File: src/rtl/unidade_load_store_pkg.sv
// Shared types and constants for the load/store unit.
// Funct3 encodings, FSM states and access-size helper.
package pacote_lsu;

  localparam logic [2:0] F3_LB  = 3'd0;
  localparam logic [2:0] F3_LH  = 3'd1;
  localparam logic [2:0] F3_LW  = 3'd2;
  localparam logic [2:0] F3_LBU = 3'd4;
  localparam logic [2:0] F3_LHU = 3'd5;
  localparam logic [2:0] F3_SB  = 3'd0;
  localparam logic [2:0] F3_SH  = 3'd1;
  localparam logic [2:0] F3_SW  = 3'd2;

  typedef enum logic [2:0] {
    OCIOSO,
    LER_BAIXO,
    LER_ALTO,
    ESC_BAIXO,
    ESC_ALTO,
    RMW_LER,
    RMW_ESC,
    RESPOSTA
  } estado_t;

  function automatic logic [2:0] tamanho(
    input logic [2:0] f3
  );
    logic [2:0] t;
    unique case (f3[1:0])
      2'b00:   t = 3'd1;
      2'b01:   t = 3'd2;
      default: t = 3'd4;
    endcase
    return t;
  endfunction

endpackage

File: src/rtl/unidade_load_store_if.sv
// Request/response and data-memory bus of the load/store unit.
// master = execute stage side, slave = the unit itself.
interface unidade_load_store_if;

  logic        req_valid;
  logic        req_ready;
  logic        req_escrita;
  logic [2:0]  req_funct3;
  logic [31:0] req_endereco;
  logic [31:0] req_dados;
  logic        resp_valid;
  logic [31:0] resp_dados;
  logic        resp_erro;
  logic [31:0] mem_endereco;
  logic [31:0] mem_dados_escrita;
  logic        mem_ler;
  logic        mem_escrever;
  logic [31:0] mem_dados_leitura;

  modport master (
    output req_valid, req_escrita, req_funct3,
    output req_endereco, req_dados,
    output mem_dados_leitura,
    input  req_ready, resp_valid, resp_dados,
    input  resp_erro, mem_endereco,
    input  mem_dados_escrita, mem_ler, mem_escrever
  );

  modport slave (
    input  req_valid, req_escrita, req_funct3,
    input  req_endereco, req_dados,
    input  mem_dados_leitura,
    output req_ready, resp_valid, resp_dados,
    output resp_erro, mem_endereco,
    output mem_dados_escrita, mem_ler, mem_escrever
  );

endinterface

File: src/rtl/unidade_load_store_extensor.sv
// Load result formatting: byte/halfword select plus
// sign or zero extension.
module extensor_carga
  import pacote_lsu::*;
(
  input  logic [2:0]  funct3,
  input  logic        lane,
  input  logic [15:0] low_reg,
  input  logic [15:0] high_reg,
  output logic [31:0] resp_dados
);

  logic [7:0] byte_sel;

  assign byte_sel = lane ? low_reg[15:8]
                         : low_reg[7:0];

  always_comb begin
    resp_dados = '0;
    case (funct3)
      F3_LB:  resp_dados = {{24{byte_sel[7]}}, byte_sel};
      F3_LBU: resp_dados = {24'h0, byte_sel};
      F3_LH:  resp_dados = {{16{low_reg[15]}}, low_reg};
      F3_LHU: resp_dados = {16'h0, low_reg};
      F3_LW:  resp_dados = {high_reg, low_reg};
      default: resp_dados = '0;
    endcase
  end

endmodule

File: src/rtl/unidade_load_store.sv
// Load/store unit: splits each request into halfword
// accesses to memoria_dados; byte stores use read-modify-write.
module unidade_load_store
  import pacote_lsu::*;
#(
  parameter int unsigned TAM_MEMORIA = 1024
) (
  input logic                  clk,
  input logic                  reset,
  unidade_load_store_if.slave  bus
);

  estado_t     estado_q, estado_d;
  logic        escrita_q, escrita_d;
  logic [2:0]  funct3_q, funct3_d;
  logic [31:0] end_q, end_d;
  logic        lane_q, lane_d;
  logic [31:0] dados_q, dados_d;
  logic [15:0] low_q, low_d;
  logic [15:0] high_q, high_d;
  logic        erro_q, erro_d;

  logic [2:0]  tam;
  logic [32:0] ultimo;
  logic        fora;
  logic        ilegal;
  logic        desalinhado;
  logic        erro_req;
  logic        eh_byte;
  logic [31:0] ext_dados;
  logic [15:0] merge;
  logic        unused_leitura;

  // Only the low halfword of the memory read port is meaningful.
  assign unused_leitura = ^bus.mem_dados_leitura[31:16];

  assign tam    = tamanho(bus.req_funct3);
  assign ultimo = {1'b0, bus.req_endereco}
                + {30'h0, tam} - 33'd1;
  assign fora   = ultimo >= 33'(TAM_MEMORIA);

  always_comb begin
    ilegal = 1'b0;
    if (bus.req_escrita)
      ilegal = bus.req_funct3 >= 3'd3;
    else
      ilegal = (bus.req_funct3 == 3'd3)
            || (bus.req_funct3 == 3'd6)
            || (bus.req_funct3 == 3'd7);
  end

  assign desalinhado =
      ((bus.req_funct3[1:0] == 2'b01)
        && bus.req_endereco[0])
   || ((bus.req_funct3[1:0] == 2'b10)
        && (bus.req_endereco[1:0] != 2'b00));

  assign erro_req = ilegal || desalinhado || fora;
  assign eh_byte  = bus.req_funct3[1:0] == 2'b00;

  always_comb begin
    estado_d  = estado_q;
    escrita_d = escrita_q;
    funct3_d  = funct3_q;
    end_d     = end_q;
    lane_d    = lane_q;
    dados_d   = dados_q;
    low_d     = low_q;
    high_d    = high_q;
    erro_d    = erro_q;
    unique case (estado_q)
      OCIOSO: begin
        if (bus.req_valid) begin
          escrita_d = bus.req_escrita;
          funct3_d  = bus.req_funct3;
          lane_d    = bus.req_endereco[0];
          dados_d   = bus.req_dados;
          erro_d    = erro_req;
          end_d     = eh_byte
                    ? {bus.req_endereco[31:1], 1'b0}
                    : bus.req_endereco;
          if (erro_req)
            estado_d = RESPOSTA;
          else if (bus.req_escrita && eh_byte)
            estado_d = RMW_LER;
          else if (bus.req_escrita)
            estado_d = ESC_BAIXO;
          else
            estado_d = LER_BAIXO;
        end
      end
      LER_BAIXO: begin
        low_d    = bus.mem_dados_leitura[15:0];
        estado_d = (funct3_q[1:0] == 2'b10)
                 ? LER_ALTO : RESPOSTA;
      end
      LER_ALTO: begin
        high_d   = bus.mem_dados_leitura[15:0];
        estado_d = RESPOSTA;
      end
      ESC_BAIXO: begin
        estado_d = (funct3_q[1:0] == 2'b10)
                 ? ESC_ALTO : RESPOSTA;
      end
      ESC_ALTO: estado_d = RESPOSTA;
      RMW_LER: begin
        low_d    = bus.mem_dados_leitura[15:0];
        estado_d = RMW_ESC;
      end
      RMW_ESC:  estado_d = RESPOSTA;
      RESPOSTA: estado_d = OCIOSO;
      default:  estado_d = OCIOSO;
    endcase
  end

  always_ff @(posedge clk or posedge reset) begin
    if (reset) begin
      estado_q  <= OCIOSO;
      escrita_q <= 1'b0;
      funct3_q  <= '0;
      end_q     <= '0;
      lane_q    <= 1'b0;
      dados_q   <= '0;
      low_q     <= '0;
      high_q    <= '0;
      erro_q    <= 1'b0;
    end else begin
      estado_q  <= estado_d;
      escrita_q <= escrita_d;
      funct3_q  <= funct3_d;
      end_q     <= end_d;
      lane_q    <= lane_d;
      dados_q   <= dados_d;
      low_q     <= low_d;
      high_q    <= high_d;
      erro_q    <= erro_d;
    end
  end

  assign merge = lane_q
               ? {dados_q[7:0], low_q[7:0]}
               : {low_q[15:8], dados_q[7:0]};

  always_comb begin
    bus.mem_endereco      = '0;
    bus.mem_dados_escrita = '0;
    bus.mem_ler           = 1'b0;
    bus.mem_escrever      = 1'b0;
    unique case (estado_q)
      LER_BAIXO, RMW_LER: begin
        bus.mem_ler      = 1'b1;
        bus.mem_endereco = end_q;
      end
      LER_ALTO: begin
        bus.mem_ler      = 1'b1;
        bus.mem_endereco = end_q + 32'd2;
      end
      ESC_BAIXO: begin
        bus.mem_escrever      = 1'b1;
        bus.mem_endereco      = end_q;
        bus.mem_dados_escrita = {16'h0, dados_q[15:0]};
      end
      ESC_ALTO: begin
        bus.mem_escrever      = 1'b1;
        bus.mem_endereco      = end_q + 32'd2;
        bus.mem_dados_escrita = {16'h0, dados_q[31:16]};
      end
      RMW_ESC: begin
        bus.mem_escrever      = 1'b1;
        bus.mem_endereco      = end_q;
        bus.mem_dados_escrita = {16'h0, merge};
      end
      default: ;
    endcase
  end

  extensor_carga u_ext (
    .funct3     (funct3_q),
    .lane       (lane_q),
    .low_reg    (low_q),
    .high_reg   (high_q),
    .resp_dados (ext_dados)
  );

  assign bus.req_ready  = estado_q == OCIOSO;
  assign bus.resp_valid = estado_q == RESPOSTA;
  assign bus.resp_erro  = (estado_q == RESPOSTA) && erro_q;
  assign bus.resp_dados =
      ((estado_q == RESPOSTA) && !erro_q && !escrita_q)
      ? ext_dados : '0;

endmodule

File: src/flat_wrapper.sv
// flat-port wrapper written by rule: the top's interface ports become plain ports
module unidade_load_store_flat import pacote_lsu::*;
#(
  parameter int unsigned TAM_MEMORIA = 1024
)
  (clk, reset, bus_req_valid, bus_req_escrita, bus_req_funct3, bus_req_endereco, bus_req_dados, bus_mem_dados_leitura, bus_req_ready, bus_resp_valid, bus_resp_dados, bus_resp_erro, bus_mem_endereco, bus_mem_dados_escrita, bus_mem_ler, bus_mem_escrever);
  unidade_load_store_if bus_i ();
  input logic clk;
  input logic reset;
  input wire logic [$bits(bus_i.req_valid)-1:0] bus_req_valid;
  input wire logic [$bits(bus_i.req_escrita)-1:0] bus_req_escrita;
  input wire logic [$bits(bus_i.req_funct3)-1:0] bus_req_funct3;
  input wire logic [$bits(bus_i.req_endereco)-1:0] bus_req_endereco;
  input wire logic [$bits(bus_i.req_dados)-1:0] bus_req_dados;
  input wire logic [$bits(bus_i.mem_dados_leitura)-1:0] bus_mem_dados_leitura;
  output wire logic [$bits(bus_i.req_ready)-1:0] bus_req_ready;
  output wire logic [$bits(bus_i.resp_valid)-1:0] bus_resp_valid;
  output wire logic [$bits(bus_i.resp_dados)-1:0] bus_resp_dados;
  output wire logic [$bits(bus_i.resp_erro)-1:0] bus_resp_erro;
  output wire logic [$bits(bus_i.mem_endereco)-1:0] bus_mem_endereco;
  output wire logic [$bits(bus_i.mem_dados_escrita)-1:0] bus_mem_dados_escrita;
  output wire logic [$bits(bus_i.mem_ler)-1:0] bus_mem_ler;
  output wire logic [$bits(bus_i.mem_escrever)-1:0] bus_mem_escrever;
  assign bus_i.req_valid = bus_req_valid;
  assign bus_i.req_escrita = bus_req_escrita;
  assign bus_i.req_funct3 = bus_req_funct3;
  assign bus_i.req_endereco = bus_req_endereco;
  assign bus_i.req_dados = bus_req_dados;
  assign bus_i.mem_dados_leitura = bus_mem_dados_leitura;
  assign bus_req_ready = bus_i.req_ready;
  assign bus_resp_valid = bus_i.resp_valid;
  assign bus_resp_dados = bus_i.resp_dados;
  assign bus_resp_erro = bus_i.resp_erro;
  assign bus_mem_endereco = bus_i.mem_endereco;
  assign bus_mem_dados_escrita = bus_i.mem_dados_escrita;
  assign bus_mem_ler = bus_i.mem_ler;
  assign bus_mem_escrever = bus_i.mem_escrever;
  unidade_load_store #(.TAM_MEMORIA(TAM_MEMORIA)) u_core (.clk(clk), .reset(reset), .bus(bus_i));
endmodule
File: config.mk
export PLATFORM = sky130hd
export DESIGN_NAME = unidade_load_store_flat
export DESIGN_NICKNAME = d
export VERILOG_FILES = /design/src/rtl/unidade_load_store_pkg.sv /design/src/rtl/unidade_load_store_if.sv /design/src/rtl/unidade_load_store_extensor.sv /design/src/rtl/unidade_load_store.sv /design/src/flat_wrapper.sv
export SDC_FILE = /design/constraint.sdc
export NUM_CORES = 1
export LEC_CHECK = 0
export BUFFER_PORTS_ARGS = -buffer_cell sky130_fd_sc_hd__buf_4
export CAP_MARGIN = 10
export CORE_MARGIN = 4
export CORE_UTILIZATION = 55
export DETAILED_ROUTE_END_ITERATION = 16
export HOLD_SLACK_MARGIN = 0.12
export PLACE_DENSITY = 0.85
export SETUP_SLACK_MARGIN = 0.05
export SLEW_MARGIN = 5
export SYNTH_ARGS = -nofsm -noshare
export SYNTH_HDL_FRONTEND = slang
export SYNTH_HIERARCHICAL = 1
export SYNTH_SLANG_ARGS = --single-unit
File: constraint.sdc
create_clock -name clk -period 7.1 [get_ports clk]
set_clock_uncertainty 0.1 [all_clocks]
set_input_delay 1.065 -clock clk [delete_from_list [all_inputs] [get_ports clk]]
set_output_delay 1.065 -clock clk [all_outputs]
set_load 0.05 [all_outputs]
==> flow_metrics.env <==
export IMPL_synthFlopType="dfrtp_1"
export IMPL_synthArstFlopShare_pct=100
export IMPL_tightest_slew_ps=1180
export IMPL_grt_total_usage_pct=27.3
export IMPL_crit_slowest_cell="or4b_4"
export IMPL_slowest_delay_ps=530
export IMPL_rsz0062_at_grt="no"
export IMPL_clk_pin_slew_worst_paths_ps=80
export IMPL_drtIter0Drc=617
export IMPL_maxSlewViolCount=0
export IMPL_path_cells="ha_1 -> and3_1 -> and4_1 -> or4b_4 -> nor4_2 -> and2b_1 -> and3_4 -> nand3_2 -> xor2_1 -> o21ai_1 -> buf_4"
export IMPL_cap_violations=0
export IMPL_cts_root_buf="clkbuf_16"
export IMPL_cp_arrival_ps=3480
export IMPL_leakage_uw=0.00459
export IMPL_power_density_nw_per_um2=440
export IMPL_yosysWarnings=6
export IMPL_cts_tree="built"
export IMPL_path_class="reg -> out"
export IMPL_antenna_found_initial=0
export IMPL_synth_edf_count=0
export IMPL_cts_sinks=105
export IMPL_diodes=0
export IMPL_htree_levels=3
export IMPL_critPathRequiredTime_ps=5930
export IMPL_synth_seq_area_share_pct=32.2
export IMPL_start_util_pct=56.1
export IMPL_io_buffers=171
export IMPL_syn_cell_area_sq_um=8150
export IMPL_critPathCaptureType="output pin"
export IMPL_rows=44
export IMPL_setup_viol=0
export IMPL_fmax_ghz=0.215
export IMPL_crit_fanout=9
export IMPL_crit_family="simple AND/OR/NAND/NOR gates"
export IMPL_relSlewSlack_pct=20.9
export IMPL_clk_latency_ps=360
export IMPL_gr_usage_met2_pct=45.3
export IMPL_numCtsBuffers=9
export IMPL_grt_remaining_overflow=0
export IMPL_post_cts_setup_buffers=0
export IMPL_design_area_sq_um=9800
export IMPL_ys_types=77
export IMPL_grt_busiest_layer="met2"
export IMPL_viasPerCell=6.08
export IMPL_dr_pass1_iters=5
export IMPL_coreArea_sq_um=14500
export IMPL_hpwl_microns=17300
export IMPL_path_buf_inv=1
export IMPL_max_vdd_ir_drop_mv=0.236
export IMPL_clock_path_buffers=2
export IMPL_die_area_sq_um=16800
export IMPL_num_vias=7547
export IMPL_cts_resized_gates=0
export IMPL_grt_pass1_wl_microns=36700
export IMPL_postCtsHoldBufs=0
export IMPL_dpl_instance_area_sq_um=9470
export IMPL_met3_usage_pct=4.75
export IMPL_grt_max_degree=58
export IMPL_grt_util_met1_pct=36.9
export IMPL_pin_count=204
export IMPL_wl_microns=22700
export IMPL_status="complete, no violations"
export IMPL_syn_area_per_cell_sq_um=8.94
export IMPL_post_route_drc_count=0
export IMPL_wire_per_inst_microns=18.3
export IMPL_routabilityCongestion=0.905
export IMPL_crit_path_start_kind="flop"
export IMPL_ys_ff_latch=105
export IMPL_post_route_period_util_pct=65.5
export IMPL_drive_gt1_share_pct=30.3
export IMPL_fp_dieW_microns=130
export IMPL_setup_tns_final_ps=0
export IMPL_grt_pass1_vias=7208
export IMPL_hold_viol_final=0
export IMPL_die_y_microns=130
export IMPL_area_growth_pct=20.2
export IMPL_hp_class="reg -> reg"
export IMPL_synthCells=912
export IMPL_finalWorstPathRequiredPeriod_ps=4650
export IMPL_ant_nets=0
export IMPL_fin_nets=1192
==> registers in the layout, summed over array words and instances (netlist names) <==
| signal | flops |
|---|---|
| u_core/low_q | 16 |
| u_core/estado_q | 3 |
| u_core/high_q | 16 |
| u_core/escrita_q | 1 |
| u_core/end_q | 32 |
| u_core/funct3_q | 3 |
| u_core/erro_q | 1 |
| u_core/dados_q | 32 |
| u_core/lane_q | 1 |
==> power breakdown <==
group / switching, uW / internal [uW]
clock: 243 / 315
combinational: 1590 / 935
sequential: 327 / 897
==> synthesized netlist by cell type, types with 20 or more instances <==
cell type	n	area [sq um]
a21o_1	27	203
a21oi_1	45	225
and2_1	38	238
clkbuf_1	39	146
dfrtp_1	105	2630
ha_1	36	450
inv_1	47	176
mux2_2	100	1130
mux2i_1	20	200
nand2_1	92	345
nor2_1	42	158
o21ai_0	72	360
==> placed cells by master (no fill, tap or decap), types with 7 or more instances in the layout <==
cell type,count
buf_4,180
dfrtp_1,105
mux2_2,100
nand2_1,92
o21ai_0,72
inv_1,46
a21oi_1,45
nor2_1,42
and2_1,37
ha_1,36
a21o_1,27
mux2i_1,20
nand4_1,17
nand3_1,16
conb_1,16
a31oi_1,15
o21a_1,12
clkbuf_16,9
nor2b_1,9
o31ai_1,9
and3_1,8
xor2_1,8
o21ai_1,8
a22o_1,8
or3_1,7
==> per-stage QoR <==
step	util (%)	setup WS, ps	hold WS, ps	power (uW)	std cells
2_1_floorplan	-	2490	373	3020	927
3_3_place_gp	65.2	2560	383	3680	1225
3_5_place_dp	65.2	2550	395	3740	1225
4_1_cts	67.4	2450	413	4310	1241
5_1_grt	67.4	2260	432	4580	1241
6_report	67.4	2450	406	4310	1241
==> worst reg2reg max path: cells and delay by family (launching register included) <==
kind	cells	cell delay, ps
buffers and inverters	2	720
DFF	1	390
muxes	1	410
and+or+nand+nor	2	1040
==> path summary, 6_finish.rpt <==
check	start	endpoint	slack [ps]	depth (start not counted)
worst max-delay path	u_core/end_q[1]$_DFFE_PP0P_	bus_mem_endereco[31]	2450	11
worst min-delay path	u_core/dados_q[16]$_DFFE_PP0P_	u_core/dados_q[16]$_DFFE_PP0P_	410	1
worst max register to register	u_core/estado_q[1]$_DFFE_PP0P_	u_core/dados_q[4]$_DFFE_PP0P_	4320	5
worst min register to register	u_core/dados_q[16]$_DFFE_PP0P_	u_core/dados_q[16]$_DFFE_PP0P_	410	1
max in group asynchronous	reset	u_core/high_q[14]$_DFFE_PP0P_	5020	3
min in group asynchronous	reset	u_core/dados_q[31]$_DFFE_PP0P_	700	2
==> layout make-up <==
| type | instances | area (sq um) |
|---|---|---|
| timing repair buffer | 180 | 1350 |
| sequential | 105 | 2630 |
| fill | 1189 | 4740 |
| clock buffer | 10 | 229 |
| multi-input combinational | 709 | 5080 |
| tap | 184 | 230 |
| clock inverter | 6 | 96.3 |
| inverter | 47 | 179 |
==> cell families after synthesis <==
logic type | Yosys count | share of synthesized area, %
simple gates | 270 | 17.5
compound gates | 252 | 20.3
mux | 120 | 16.3
buf+inv | 113 | 6.36
flops | 105 | 32.2
fa+ha+maj | 37 | 5.77
xor+xnor | 14 | 1.50
other cells | 1 | 0.0460
==> metal layers <==
layer  up-vias  wire, microns
met5         -              0
met4         0            467
met3        34           1570
met2       278          11000
met1      3690           9690
li1       3545              -
Note: power is estimated with default switching activity, not from simulation.
